==> config.mk <==
export PLATFORM = sky130hd
export DESIGN_NAME = pwm_seq
export DESIGN_NICKNAME = d
export VERILOG_FILES = /design/src/rtl/pwm_seq.sv
export SDC_FILE = /design/constraint.sdc
export NUM_CORES = 1
export LEC_CHECK = 0
export CORE_UTILIZATION = 40
export CTS_CLUSTER_DIAMETER = 150
export DETAILED_ROUTE_END_ITERATION = 10
export PLACE_DENSITY = 0.62
export SYNTH_ARGS = -nofsm -noshare
export SYNTH_HDL_FRONTEND = slang
export SYNTH_SLANG_ARGS = --single-unit
==> constraint.sdc <==
create_clock -name PCLK -period 4.8 [get_ports PCLK]
set_input_delay 0.96 -clock PCLK [delete_from_list [all_inputs] [get_ports PCLK]]
set_output_delay 0.96 -clock PCLK [all_outputs]
set_load 0.005 [all_outputs]
==> src/rtl/pwm_seq.sv <==
// pwm_seq: APB-programmed compare sequencer for a PWM timer.
// A 4-deep FIFO holds {cmp1,cmp2} pairs. Each pair drives the timer compares
// for REPEAT+1 periods, and then the next pair is taken from the head.
// Optional feature macro: PWM_SEQ_LOOP_EN. It adds CTRL.LOOP, which replays the
// FIFO contents without popping them.
// APB handshake: PREADY is tied high, so every access finishes in its access
// phase. A write commits on PSEL&PWRITE&PENABLE. Reads are combinational on PADDR.
module pwm_seq (
   input  logic        PCLK,
   input  logic        PRESETn,
   input  logic        PSEL,
   input  logic [19:2] PADDR,
   input  logic        PENABLE,
   input  logic        PWRITE,
   input  logic [31:0] PWDATA,
   output logic [31:0] PRDATA,
   output logic        PREADY,
   input  logic        period_end,
   output logic [31:0] TMRCMP1,
   output logic [31:0] TMRCMP2,
   output logic        TMREN,
   output logic        IRQ
);

   localparam logic [17:0] A_CTRL   = 18'h0;
   localparam logic [17:0] A_CMP1   = 18'h1;
   localparam logic [17:0] A_PUSH   = 18'h2;
   localparam logic [17:0] A_STATUS = 18'h3;
   localparam logic [17:0] A_REPEAT = 18'h4;

   typedef enum logic {S_IDLE = 1'b0, S_RUN = 1'b1} state_t;

   state_t      state, state_nxt;
   logic        seq_en, irq_en;
   logic [31:0] cmp1_stage;
   logic [15:0] repeat_cfg;
   logic [15:0] cnt;
   logic        uf_flag, of_flag;
   logic [63:0] mem [4];
   logic [1:0]  wr_ptr, rd_ptr, ri;
   logic [2:0]  level;

   logic        wr_en, wr_ctrl, wr_cmp1, wr_push, wr_status, wr_repeat;
   logic        flush, loop_mode, loop_rd;
   logic        take, pop, replay, dec, uf_set, of_set, push_ok;
   logic [1:0]  rd_idx;
   logic [63:0] take_data;
   logic [2:0]  ri_inc;

   assign PREADY    = 1'b1;
   assign wr_en     = PSEL & PWRITE & PENABLE;
   assign wr_ctrl   = wr_en && (PADDR == A_CTRL);
   assign wr_cmp1   = wr_en && (PADDR == A_CMP1);
   assign wr_push   = wr_en && (PADDR == A_PUSH);
   assign wr_status = wr_en && (PADDR == A_STATUS);
   assign wr_repeat = wr_en && (PADDR == A_REPEAT);
   assign flush     = wr_ctrl & PWDATA[2];

`ifdef PWM_SEQ_LOOP_EN
   logic ctrl_loop;
   assign loop_mode = ctrl_loop;
   assign loop_rd   = ctrl_loop;

   // LOOP bit storage, present only in the loop-capable build
   always_ff @(posedge PCLK or negedge PRESETn) begin
      if (!PRESETn)     ctrl_loop <= 1'b0;
      else if (wr_ctrl) ctrl_loop <= PWDATA[1];
   end
`else
   assign loop_mode = 1'b0;
   assign loop_rd   = 1'b0;
`endif

   // A replay takes the entry at ri places past the head. A pop always takes the head.
   assign rd_idx    = loop_mode ? (rd_ptr + ri) : rd_ptr;
   assign take_data = mem[rd_idx];
   assign pop       = take & ~loop_mode;
   assign replay    = take & loop_mode;
   assign ri_inc    = {1'b0, ri} + 3'd1;

   // When the FIFO is full, a push is accepted only if a pop frees a slot in the same cycle. Flush beats push.
   assign push_ok = wr_push && !flush && ((level != 3'd4) || pop);
   assign of_set  = wr_push && !flush && (level == 3'd4) && !pop;

   // Sequencer next-state and action decode
   always_comb begin
      state_nxt = state;
      take      = 1'b0;
      dec       = 1'b0;
      uf_set    = 1'b0;
      case (state)
         S_IDLE: begin
            if (seq_en && (level != 3'd0)) begin
               take      = 1'b1;
               state_nxt = S_RUN;
            end
         end
         S_RUN: begin
            if (!seq_en) begin
               state_nxt = S_IDLE;
            end else if (period_end) begin
               if (cnt != 16'd0)        dec    = 1'b1;
               else if (level != 3'd0)  take   = 1'b1;
               else                     uf_set = 1'b1;
            end
         end
         default: state_nxt = S_IDLE;
      endcase
   end

   // Sequencer state register
   always_ff @(posedge PCLK or negedge PRESETn) begin
      if (!PRESETn) state <= S_IDLE;
      else          state <= state_nxt;
   end

   assign TMREN = (state == S_RUN);
   assign IRQ   = irq_en & (uf_flag | of_flag);

   // Control and configuration registers
   always_ff @(posedge PCLK or negedge PRESETn) begin
      if (!PRESETn) begin
         seq_en     <= 1'b0;
         irq_en     <= 1'b0;
         cmp1_stage <= 32'd0;
         repeat_cfg <= 16'd0;
      end else begin
         if (wr_ctrl) begin
            seq_en <= PWDATA[0];
            irq_en <= PWDATA[3];
         end
         if (wr_cmp1)   cmp1_stage <= PWDATA;
         if (wr_repeat) repeat_cfg <= PWDATA[15:0];
      end
   end

   // Sticky status flags. A new event in the same cycle beats a write-1-to-clear.
   always_ff @(posedge PCLK or negedge PRESETn) begin
      if (!PRESETn) begin
         uf_flag <= 1'b0;
         of_flag <= 1'b0;
      end else begin
         if (uf_set)                      uf_flag <= 1'b1;
         else if (wr_status && PWDATA[5]) uf_flag <= 1'b0;
         if (of_set)                      of_flag <= 1'b1;
         else if (wr_status && PWDATA[6]) of_flag <= 1'b0;
      end
   end

   // FIFO storage. The pointers alone define the valid entries, so the storage itself is not reset.
   always_ff @(posedge PCLK) begin
      if (push_ok) mem[wr_ptr] <= {cmp1_stage, PWDATA};
   end

   // FIFO pointers, level and replay index
   always_ff @(posedge PCLK or negedge PRESETn) begin
      if (!PRESETn) begin
         wr_ptr <= 2'd0;
         rd_ptr <= 2'd0;
         level  <= 3'd0;
         ri     <= 2'd0;
      end else if (flush) begin
         wr_ptr <= 2'd0;
         rd_ptr <= 2'd0;
         level  <= 3'd0;
         ri     <= 2'd0;
      end else begin
         if (push_ok) wr_ptr <= wr_ptr + 2'd1;
         if (pop)     rd_ptr <= rd_ptr + 2'd1;
         level <= level + {2'b0, push_ok} - {2'b0, pop};
         if (!loop_mode)  ri <= 2'd0;
         else if (replay) ri <= (ri_inc >= level) ? 2'd0 : ri_inc[1:0];
      end
   end

   // Active compares and the repeat counter
   always_ff @(posedge PCLK or negedge PRESETn) begin
      if (!PRESETn) begin
         TMRCMP1 <= 32'd0;
         TMRCMP2 <= 32'd0;
         cnt     <= 16'd0;
      end else if (take) begin
         TMRCMP1 <= take_data[63:32];
         TMRCMP2 <= take_data[31:0];
         cnt     <= repeat_cfg;
      end else if (dec) begin
         cnt <= cnt - 16'd1;
      end else if (uf_set) begin
         cnt <= repeat_cfg;
      end
   end

   // APB read mux
   always_comb begin
      PRDATA = 32'hDEADBEEF;
      case (PADDR)
         A_CTRL:   PRDATA = {28'd0, irq_en, 1'b0, loop_rd, seq_en};
         A_CMP1:   PRDATA = cmp1_stage;
         A_PUSH:   PRDATA = 32'd0;
         A_STATUS: PRDATA = {23'd0, state, 1'b0, of_flag, uf_flag, level,
                             (level == 3'd4), (level == 3'd0)};
         A_REPEAT: PRDATA = {16'd0, repeat_cfg};
         default:  PRDATA = 32'hDEADBEEF;
      endcase
   end

endmodule

==> impl_metrics.json <==
{
  "syn_inst": 866,
  "die_area_um2": 40200,
  "grt_usage_pct": 17.9,
  "arrival_ns": 3.70,
  "ys_seq_elements": 396,
  "ys_seq_area_share_pct": 71.0,
  "clkSinkCount": 396,
  "place_area_um2": 18100,
  "start_util_pct": 40.7,
  "drive_gt1_share_pct": 26.9,
  "grt_pass1_wl_um": 54400,
  "cts_buffers": 41,
  "root_buffer": "clkbuf_16",
  "clockBufferDepth": 3,
  "routedWlPerCell_um": 22.1,
  "grt.overflow.total": 0,
  "cts_resized": 0,
  "postRouteAntennaNets": 0,
  "design_area_um2": 19500,
  "status": "finished clean",
  "final_cell_mix": "edfxtp_1 (256), clkdlybuf4s50_1 (152), dfrtp_1 (138)",
  "hp-start": "TMRCMP2[8]$_DFFE_PN0P_",
  "cellLeakagePower_nw": 7.64,
  "first_global_vias": 8749,
  "die_h_um": 201,
  "critPathBufInv": 2,
  "power_density_nw_per_um2": 356,
  "ys_types": 65,
  "critPathMaxStageDelay_ns": 0.60,
  "irDropWorstVdd_v": 0.000236,
  "final_common_cell": "edfxtp_1",
  "hpwl_um": 22100,
  "io_pins": 155,
  "clk_pin_slew_ns": 0.06,
  "core_um2": 38700,
  "insertion_delay_ns": 0.54,
  "drt_wl_total_um": 35300,
  "crit_start": "PADDR[12]",
  "h-tree-depth": 2,
  "end_kind": "output port",
  "cpMaxStageDelayCell": "or3_1",
  "syn_area_um2": 15800,
  "yosysTopAreaCellShare_pct": 48.8,
  "startpoint_type": "primary input",
  "crit_type": "primary input to output port",
  "power_mw": 6.93,
  "path_delay_family": "simple AND/OR/NAND/NOR gates",
  "finalSetupTns_ns": 0,
  "hold_buffers": 0,
  "tightest_slew_ns": 0.979,
  "fp.dieW_um": 201,
  "io_buffers": 153,
  "required_ns": 3.84,
  "dr.pass1.iters": 5,
  "rows": 72,
  "dr_total_vias": 8493,
  "cts_setup_buffers": 0,
  "place_ws_ns": 0.138,
  "postSynthAreaPerCell_um2": 18.2,
  "grt_max_degree": 97,
  "yosysWarnings": 0,
  "setup_ws_ns": 0.144,
  "rsz0062_at_grt": "false",
  "period_share_pct": 97.0,
  "finClkSkew_ns": 0.0203,
  "synth_edf_count": 256,
  "path_cells": "clkdlybuf4s50_1 > or4_4 > or3_4 > or3_1 > o21ai_0 > nand2_1 > clkdlybuf4s50_1",
  "maxSlewHeadroom_pct": 34.7,
  "reg2reg_from": "cnt[0]$_DFFE_PN0P_",
  "fin_nets": 1116,
  "fin_crit_ns": 4.66,
  "syn-num-nets": 931,
  "worstHoldPathType": "flip-flop to flip-flop",
  "routabilityCongestion": 0.876,
  "maxCapViolCount": 0,
  "synth_top_cell_by_area": "edfxtp_1",
  "diodes": 0,
  "via_per_inst": 5.30,
  "cts_tree": "built",
  "crit_path_max_fanout": 8,
  "areaGrowthSynthToFinish_pct": 23.4,
  "dr.first_iter.drc_count": 525,
  "drcViolationCount": 0,
  "crit_path_frequent_cell": "clkdlybuf4s50_1",
  "hold_viol": 0,
  "async_flop_share_pct": 35.4,
  "fmax_ghz": 0.215,
  "report.final.slew_viol_count": 0,
  "synthFlopType": "edfxtp_1",
  "yosys-top-cells-area": "edfxtp_1 (49%), dfrtp_1 (22%), mux4_2 (9.1%)",
  "setup_viol": 0,
  "antenna_found_initial": 0
}
==> area by class of cell <==
cell class	count	area (µm²)
fill	3228	19300
multi-input combinational	417	4330
clock inverter	22	199
sequential	396	11200
tap	518	648
timing repair buffer	183	1870
inverter	12	45.0
clock buffer	54	1180
==> cell families (layout without fill, tap and decap cells) <==
logic type / after synthesis / count (layout) / synth area share, %
mux: 186 / 186 / 18.0
compound gates: 92 / 92 / 3.83
buf+inv: 53 / 271 / 1.72
fa+ha+maj: 9 / 9 / 0.762
flops: 396 / 396 / 71.0
simple gates: 124 / 124 / 4.39
other cells: 1 / 1 / 0.0238
xor+xnor: 5 / 5 / 0.278
==> state kept, by name, summed over array words and instances, names as in the netlist <==
register    flops
level           3
TMRCMP2        32
cnt            16
TMREN           1
wr_ptr          2
seq_en          1
rd_idx          2
of_flag         1
TMRCMP1        32
cmp1_stage     32
mem           256
irq_en          1
uf_flag         1
repeat_cfg     16
==> worst register-to-register path, cell delays in order, from the launching register on <==
cell and delay, ns:
dfrtp_1 0.43, inv_1 0.10, ha_1 0.17, nor3b_1 0.28, and4_1 0.29, a21oi_1 0.13, nor4_2 0.25, buf_4 0.18
inv_1 0.05, ha_1 0.27, inv_1 0.06, ha_1 0.12, inv_1 0.04, fa_1 0.37, xor2_1 0.17, xnor2_1 0.13
nor2_1 0.05
==> power breakdown <==
group          internal, mW  switching (mW)
Combinational        0.0470          0.0647
Clock                  1.90            1.31
Sequential             3.62       0.0000229
==> per-layer routing <==
layer,vias up,GRT usage [%],share of wire (%)
li1,3780,-,-
met1,4411,25.4,46
met2,249,28.8,48
met3,53,2.40,4.2
met4,0,5.43,2.3
met5,-,0,0
==> stage by stage <==
step / instances / hold slack, ns / util, %
floorplan: 866 / 0.475 / -
CTS: 1602 / 0.509 / 50.2
finish: 1602 / 0.504 / 50.2
global placement: 1526 / 0.490 / 46.7
detailed placement: 1526 / 0.495 / 46.7
global route: 1602 / 0.517 / 50.2
==> Yosys cell counts (all sizes together), types with 5 or more instances <==
cell      n
mux2i     8
o21ai    29
mux2    114
inv      12
a21o     13
nor3     12
ha        8
buf      19
dfrtp   140
a21oi    13
mux4     64
clkbuf   22
or4       5
nor4      9
nand2    32
and2      9
nand3    11
edfxtp  256
nor2     20
==> worst paths after layout <==
check	to	slack, ns	depth (start not counted)
worst min-delay path	TMRCMP2[8]$_DFFE_PN0P_	0.50	1
min in group asynchronous	TMRCMP1[10]$_DFFE_PN0P_	0.56	1
worst min register to register	TMRCMP2[8]$_DFFE_PN0P_	0.50	1
worst max register to register	level[2]$_DFF_PN0_	1.62	16
worst max-delay path	PRDATA[9]	0.14	7
max in group asynchronous	TMRCMP2[13]$_DFFE_PN0P_	3.29	2
Note: power is estimated with default switching activity, not from simulation.
